[src/rtl/alu_op_sequencer.sv]
// Command-side sequencer for the 16-bit ALU: decodes register-to-register instructions, reads an
// internal register file, issues one ALU operation and returns the result over a handshake.
module alu_op_sequencer #(
    parameter int unsigned NREGS = 8,
    parameter int unsigned DW    = 16
) (
    input  logic                     clk,
    input  logic                     rst_n,
    input  logic                     instr_valid,
    output logic                     instr_ready,
    input  logic [13:0]              instr,
    input  logic                     ld_en,
    input  logic [$clog2(NREGS)-1:0] ld_addr,
    input  logic [DW-1:0]            ld_data,
    output logic [DW-1:0]            alu_a,
    output logic [DW-1:0]            alu_b,
    output logic [4:0]               alu_code,
    input  logic [DW-1:0]            alu_c,
    output logic                     res_valid,
    input  logic                     res_ready,
    output logic [DW-1:0]            res_data,
    output logic [$clog2(NREGS)-1:0] res_rd,
    output logic                     res_err,
    input  logic [$clog2(NREGS)-1:0] dbg_addr,
    output logic [DW-1:0]            dbg_data
);

    localparam int unsigned AW = $clog2(NREGS);

    typedef enum logic [1:0] {
        StIdle,
        StIssue,
        StResp
    } state_e;

    state_e          state_q, state_d;
    logic [DW-1:0]   regs_q [NREGS];
    logic [DW-1:0]   regs_d [NREGS];
    logic [4:0]      code_q, code_d;
    logic [AW-1:0]   rd_q, rd_d;
    logic [DW-1:0]   alu_a_q, alu_a_d;
    logic [DW-1:0]   alu_b_q, alu_b_d;
    logic            instr_ready_q, instr_ready_d;
    logic            res_valid_q, res_valid_d;
    logic [DW-1:0]   res_data_q, res_data_d;
    logic [AW-1:0]   res_rd_q, res_rd_d;
    logic            res_err_q, res_err_d;

    logic [4:0]      instr_code;
    logic [AW-1:0]   instr_rd;
    logic [AW-1:0]   instr_rs1;
    logic [AW-1:0]   instr_rs2;
    logic [DW-1:0]   op_a_fwd;
    logic [DW-1:0]   op_b_fwd;
    logic            code_legal;

    assign instr_code = instr[13:9];
    assign instr_rd   = instr[8:6];
    assign instr_rs1  = instr[5:3];
    assign instr_rs2  = instr[2:0];

    // Operands are captured on the accept edge; forward a coincident load so the ISSUE cycle
    // sees exactly what the register file holds after that edge.
    assign op_a_fwd = (ld_en && (ld_addr == instr_rs1)) ? ld_data : regs_q[instr_rs1];
    assign op_b_fwd = (ld_en && (ld_addr == instr_rs2)) ? ld_data : regs_q[instr_rs2];

    assign code_legal = code_q inside {[5'd0 : 5'd5], 5'd8, 5'd9, 5'd10, 5'd12,
                                       [5'd16 : 5'd19], [5'd24 : 5'd29]};

    always_comb begin
        state_d       = state_q;
        regs_d        = regs_q;
        code_d        = code_q;
        rd_d          = rd_q;
        alu_a_d       = alu_a_q;
        alu_b_d       = alu_b_q;
        instr_ready_d = instr_ready_q;
        res_valid_d   = res_valid_q;
        res_data_d    = res_data_q;
        res_rd_d      = res_rd_q;
        res_err_d     = res_err_q;

        if (ld_en) begin
            regs_d[ld_addr] = ld_data;
        end

        unique case (state_q)
            StIdle: begin
                if (instr_valid && instr_ready_q) begin
                    code_d        = instr_code;
                    rd_d          = instr_rd;
                    alu_a_d       = op_a_fwd;
                    alu_b_d       = op_b_fwd;
                    instr_ready_d = 1'b0;
                    state_d       = StIssue;
                end
            end
            StIssue: begin
                res_rd_d    = rd_q;
                res_valid_d = 1'b1;
                state_d     = StResp;
                if (code_legal) begin
                    res_data_d   = alu_c;
                    res_err_d    = 1'b0;
                    // Assigned after the load so the ALU writeback wins on an address clash.
                    regs_d[rd_q] = alu_c;
                end else begin
                    res_data_d = '0;
                    res_err_d  = 1'b1;
                end
            end
            StResp: begin
                if (res_ready) begin
                    res_valid_d   = 1'b0;
                    instr_ready_d = 1'b1;
                    state_d       = StIdle;
                end
            end
            default: begin
                state_d = StIdle;
            end
        endcase
    end

    always_ff @(posedge clk or negedge rst_n) begin
        if (!rst_n) begin
            state_q       <= StIdle;
            regs_q        <= '{default: '0};
            code_q        <= '0;
            rd_q          <= '0;
            alu_a_q       <= '0;
            alu_b_q       <= '0;
            instr_ready_q <= 1'b1;
            res_valid_q   <= 1'b0;
            res_data_q    <= '0;
            res_rd_q      <= '0;
            res_err_q     <= 1'b0;
        end else begin
            state_q       <= state_d;
            regs_q        <= regs_d;
            code_q        <= code_d;
            rd_q          <= rd_d;
            alu_a_q       <= alu_a_d;
            alu_b_q       <= alu_b_d;
            instr_ready_q <= instr_ready_d;
            res_valid_q   <= res_valid_d;
            res_data_q    <= res_data_d;
            res_rd_q      <= res_rd_d;
            res_err_q     <= res_err_d;
        end
    end

    assign instr_ready = instr_ready_q;
    assign alu_a       = alu_a_q;
    assign alu_b       = alu_b_q;
    assign alu_code    = code_q;
    assign res_valid   = res_valid_q;
    assign res_data    = res_data_q;
    assign res_rd      = res_rd_q;
    assign res_err     = res_err_q;
    assign dbg_data    = regs_q[dbg_addr];

endmodule

[config.mk]
export PLATFORM = sky130hd
export DESIGN_NAME = alu_op_sequencer
export DESIGN_NICKNAME = d
export VERILOG_FILES = /design/src/rtl/alu_op_sequencer.sv
export SDC_FILE = /design/constraint.sdc
export NUM_CORES = 1
export LEC_CHECK = 0
export ABC_CLOCK_PERIOD_IN_PS = 2700
export BUFFER_PORTS_ARGS = -buffer_cell sky130_fd_sc_hd__buf_2
export CORE_MARGIN = 4
export CORE_UTILIZATION = 60
export CTS_CLUSTER_DIAMETER = 40
export DETAILED_ROUTE_END_ITERATION = 16
export PLACE_DENSITY = 0.81
export SLEW_MARGIN = 25
export SYNTH_ARGS = -nofsm -noshare
export SYNTH_HDL_FRONTEND = slang
export SYNTH_SLANG_ARGS = --single-unit
[constraint.sdc]
create_clock -name clk -period 2.7 [get_ports clk]
set_input_delay 0.54 -clock clk [delete_from_list [all_inputs] [get_ports clk]]
set_output_delay 0.54 -clock clk [all_outputs]
set_load 0.05 [all_outputs]
; ---- Yosys cells after proc, flatten, opt, wreduce, memory -nomap -nowiden
; Cells that the tools add are included.
[classes]
order_cmp = 13
eq_ne = 10
n_mux = 30
n_bitwise = 5
reduce_logical = 16
[ops]
columns = op, n
row1 = 2-to-1 mux 128 bit, 3
row2 = bitwise mux 128 bit, 2
row3 = 2-to-1 mux 16 bit, 11
row4 = binary-select mux 16 bit (select 3 bit), 3
row5 = demux 16 bit (select 3 bit), 2
row6 = "equality test 5 x 4 -> 1 bit, second input constant", 4
row7 = ">= comparator 4 bit, second input constant", 5
row8 = NOT 3 -> 4 bit, 5
row9 = ">= comparator 5 bit, second input constant", 2
row10 = "<= comparator 5 bit, second input constant", 2
row11 = logical AND 1 bit, 8
row12 = "< comparator 4 x 1 -> 1 bit, second input constant", 2
row13 = nonzero test 7 bit, 1
row14 = equality test 3 bit, 2
row15 = one-hot mux 2 bit (3 select lines), 1
row16 = AND reduction 2 bit, 3
row17 = ">= comparator 5 x 1 -> 1 bit, second input constant", 1
row18 = "<= comparator 5 x 3 -> 1 bit, second input constant", 1
row19 = 2-to-1 mux 1 bit, 4
row20 = 2-to-1 mux 2 bit, 2
row21 = "!= test 2 bit, second input constant", 2
row22 = one-hot mux 1 bit (2 select lines), 2
row23 = nonzero test 2 bit, 2
row24 = AND reduction 3 bit, 1
row25 = other kinds (3), 3
[word_totals]
ff_bits = 192
output_inout_bits = 75
wordCells = 92

; ---- Logic depth before layout (Yosys ltp)
[depth]
word_depth = 10
ltp_mapped = 7
ltp_nobuf = 4

; ---- Worst setup path before layout
; OpenSTA, ideal clock, no wires.
[synth_timing]
path_type = input-to-output
startpoint = in dbg_addr[0]
endpoint = out dbg_data[4]
arrival_time_ps = 1970
required_ps = 2160
setup_slack_ps = 190
stages = 4
path_cell_list = clkbuf_1 > buf_2 > mux4_2 > mux2_2
[synth_between]
elab_chain_cells = 4
[synth_lines]
columns = item, line_no
row1 = start: declaration, 24  ; input logic [$clog2(NREGS)-1:0] dbg_addr,
row2 = NOT 3 -> 4 bit (implied by the code), 161  ; assign dbg_data = regs_q[dbg_addr];
row3 = binary-select mux 16 bit (select 3 bit), 161
row4 = 2-to-1 mux 16 bit (implied by the code) (2 in a row), 161
row5 = end: declaration, 25  ; output logic [DW-1:0] dbg_data
; No other way between the ends. The select of a mux whose other input is x is not followed.

; ---- Worst setup path in the final report
[layout_timing]
startpoint = in dbg_addr[0]
endpoint = out dbg_data[15]
; The elaborated chain is that of the path after synthesis.

==> impl_metrics.json <==
{
  "status": "finished clean",
  "vias": 8609,
  "groute.layer.met1.usage": 0.424,
  "cp-end-kind": "output port",
  "crit_slowest_cell": "mux4_2",
  "arrival_ps": 1950,
  "rsz0062_at_grt": "false",
  "skew_ps": 10.8,
  "grt_max_degree": 64,
  "fin_area_sq_um": 14000,
  "path_common_cell": "buf_2",
  "cp_max_fo": 16,
  "use_met3": 0.0607,
  "ys_seq_area_frac": 0.389,
  "cts_root_buf": "clkbuf_16",
  "finalHoldViolCount": 0,
  "ir_worst_vdd_mv": 0.714,
  "core_area_sq_um": 20200,
  "drt_iter0_drc": 696,
  "grt_pass1_wl_mm": 54.0,
  "tns_ps": 0,
  "synth-seq-cells": 192,
  "cts_resized": 0,
  "diodes": 0,
  "maxCapViolations": 0,
  "netlist_top_cells_area": "dfrtp_1 (39%), mux4_2 (17%), mux2_2 (17%), mux2_4 (9.7%), mux2i_1 (2.4%)",
  "mostFrequentLayoutCells": "dfrtp_1 (191), mux2_2 (183), buf_2 (130)",
  "htreeDepth": 4,
  "drv_slew": 0,
  "routedWlPerCell_microns": 27.8,
  "fin_crit_ps": 2490,
  "antenna_found_initial": 1,
  "numCtsBuffers": 17,
  "seqCellArea_sq_um": 4810,
  "clock.fmax_mhz": 401,
  "row_count": 52,
  "cts.clk_slew.worst_paths_ps": 70,
  "yosysTopAreaCell": "dfrtp_1",
  "finalNetCount": 1041,
  "worst_pin_slew_ps": 734,
  "synth_warnings": 0,
  "clockBufferDepth": 2,
  "required_ps": 2160,
  "drive_gt1_frac": 0.623,
  "synth_area_sq_um": 12400,
  "setup_viol": 0,
  "fin_ws_ps": 207,
  "cts_setup_buffers": 0,
  "dp_hpwl_mm": 23.5,
  "holdBufCountCts": 0,
  "synth.avg_cell_area_sq_um": 14.4,
  "clk_latency_ps": 440,
  "slew_headroom": 0.509,
  "cts_tree": "built",
  "synth_nets": 914,
  "clkSinkCount": 192,
  "finalCritPeriodShare": 0.924,
  "pin_count": 132,
  "gr-total-overflow": 0,
  "startpoint_type": "input pin",
  "synthDominantCellAreaShare": 0.387,
  "whs_ps": 86.4,
  "nFillCells": 1417,
  "die_h_microns": 152,
  "power_leakage_nw": 6.20,
  "first_global_vias": 8958,
  "dpl-instance-area_sq_um": 13400,
  "start_util": 0.611,
  "p_per_area_nw_per_um2": 902,
  "final_common_cell": "dfrtp_1",
  "met2_usage": 0.514,
  "crit_path_cell_trace": "buf_2 > buf_12 > mux4_2 > mux2_2 > buf_2",
  "ys_types": 44,
  "wl_mm": 35.2,
  "drc_errors": 0,
  "slowest_delay_ps": 510,
  "syn2layout_area_growth_pct": 13.3,
  "multi_input_area_sq_um": 7090,
  "port_buffers": 131,
  "hold_class": "in -> async",
  "die_w_microns": 152,
  "grt_util_all_layers": 0.318,
  "gp_congestion": 0.924,
  "grt.busiest_layer": "met2",
  "drtAntennaViolNets": 0,
  "avgViaCountPerCell": 6.79,
  "crit_type": "in -> out",
  "synth_cells": 857,
  "first_pass_iters": 5,
  "fp.dieArea_sq_um": 23000,
  "pre_cts_ws_ps": 221
}
## critical path, delay by kind of cell
kind     cells  cell delay (ps)
mux          2              830
buf+inv      3              550
## cell families after synthesis
| logic type | synth area share |
|---|---|
| simple gates | 0.0540 |
| mux | 0.463 |
| flops | 0.389 |
| xor+xnor | 0.00425 |
| buf+inv | 0.0383 |
| compound gates | 0.0518 |
## per-stage QoR
stage / utilization / power, mW / instances
after CTS: 0.692 / 12.6 / 1267
after floorplan: - / 8.81 / 857
after global routing: 0.692 / 13.2 / 1267
final: 0.692 / 12.6 / 1267
after detailed placement: 0.663 / 10.1 / 1235
after global placement: 0.663 / 9.88 / 1235
## where the power goes
| group | switching [mW] | internal (mW) | leakage (nW) | total (mW) |
|---|---|---|---|---|
| sequential | 0.867 | 3.80 | 2.30 | 4.67 |
| combinational | 2.96 | 2.44 | 3.62 | 5.40 |
| clock | 1.12 | 1.44 | 0.279 | 2.56 |
| total | 4.95 | 7.68 | 6.20 | 12.6 |
## cell type report
class | count | share of cell area
timing repair buffer | 190 | 0.0818
inverter | 9 | 0.00241
clock buffer | 23 | 0.0341
clock inverter | 9 | 0.00786
multi-input combinational | 574 | 0.507
tap | 270 | 0.0241
sequential | 192 | 0.343
## path summary, 6_finish.rpt
path	from	to	slack [ps]	depth (start not counted)
hold reg to reg	res_rd[2]$_DFFE_PN0P_	res_rd[2]$_DFFE_PN0P_	490	2
min in group clk	instr[8]	rd_q[2]$_DFFE_PN0P_	290	3
setup / recovery	dbg_addr[0]	dbg_data[15]	210	5
setup reg to reg	state_q[1]$_DFFE_PN0P_	alu_b[5]$_DFFE_PN0P_	570	6
hold / removal	rst_n	alu_b[11]$_DFFE_PN0P_	90	1
max in group asynchronous	rst_n	regs_q[60]$_DFF_PN0_	1790	2
## state kept, by name, summed over array words and instances, names as in the netlist
name / cells
regs_q: 128
alu_a: 16
alu_b: 16
res_data: 16
alu_code: 5
rd_q: 3
res_rd: 3
state_q: 2
instr_ready: 1
res_err: 1
res_valid: 1
## Yosys cell counts, drive strengths merged
master and n:
nand4b 7, dfrtp 191, nand3 2, and4 1, nand4bb 1, mux2i 30
nor2 7, a41oi 2, nor3b 2, o21ai 17, nor2b 1, buf 51
o2111ai 1, nor3 4, and2 2, a22o 16, a21oi 5, inv 9
nand2 66, and3b 1, nand3b 1, clkbuf 31, nand2b 4, mux4 96
dfstp 1, a221o 2, o211ai 2, o221a 22, nand4 6, a221oi 3
or2 1, mux2 263, xnor2 6, o221ai 3
## routing by layer
metal | vias to the layer above | wire length, microns
li1 | 3577 | -
met1 | 4420 | 13600
met2 | 501 | 17300
met3 | 107 | 2860
met4 | 4 | 1360
met5 | - | 62
(Power assumes the default switching activity.)
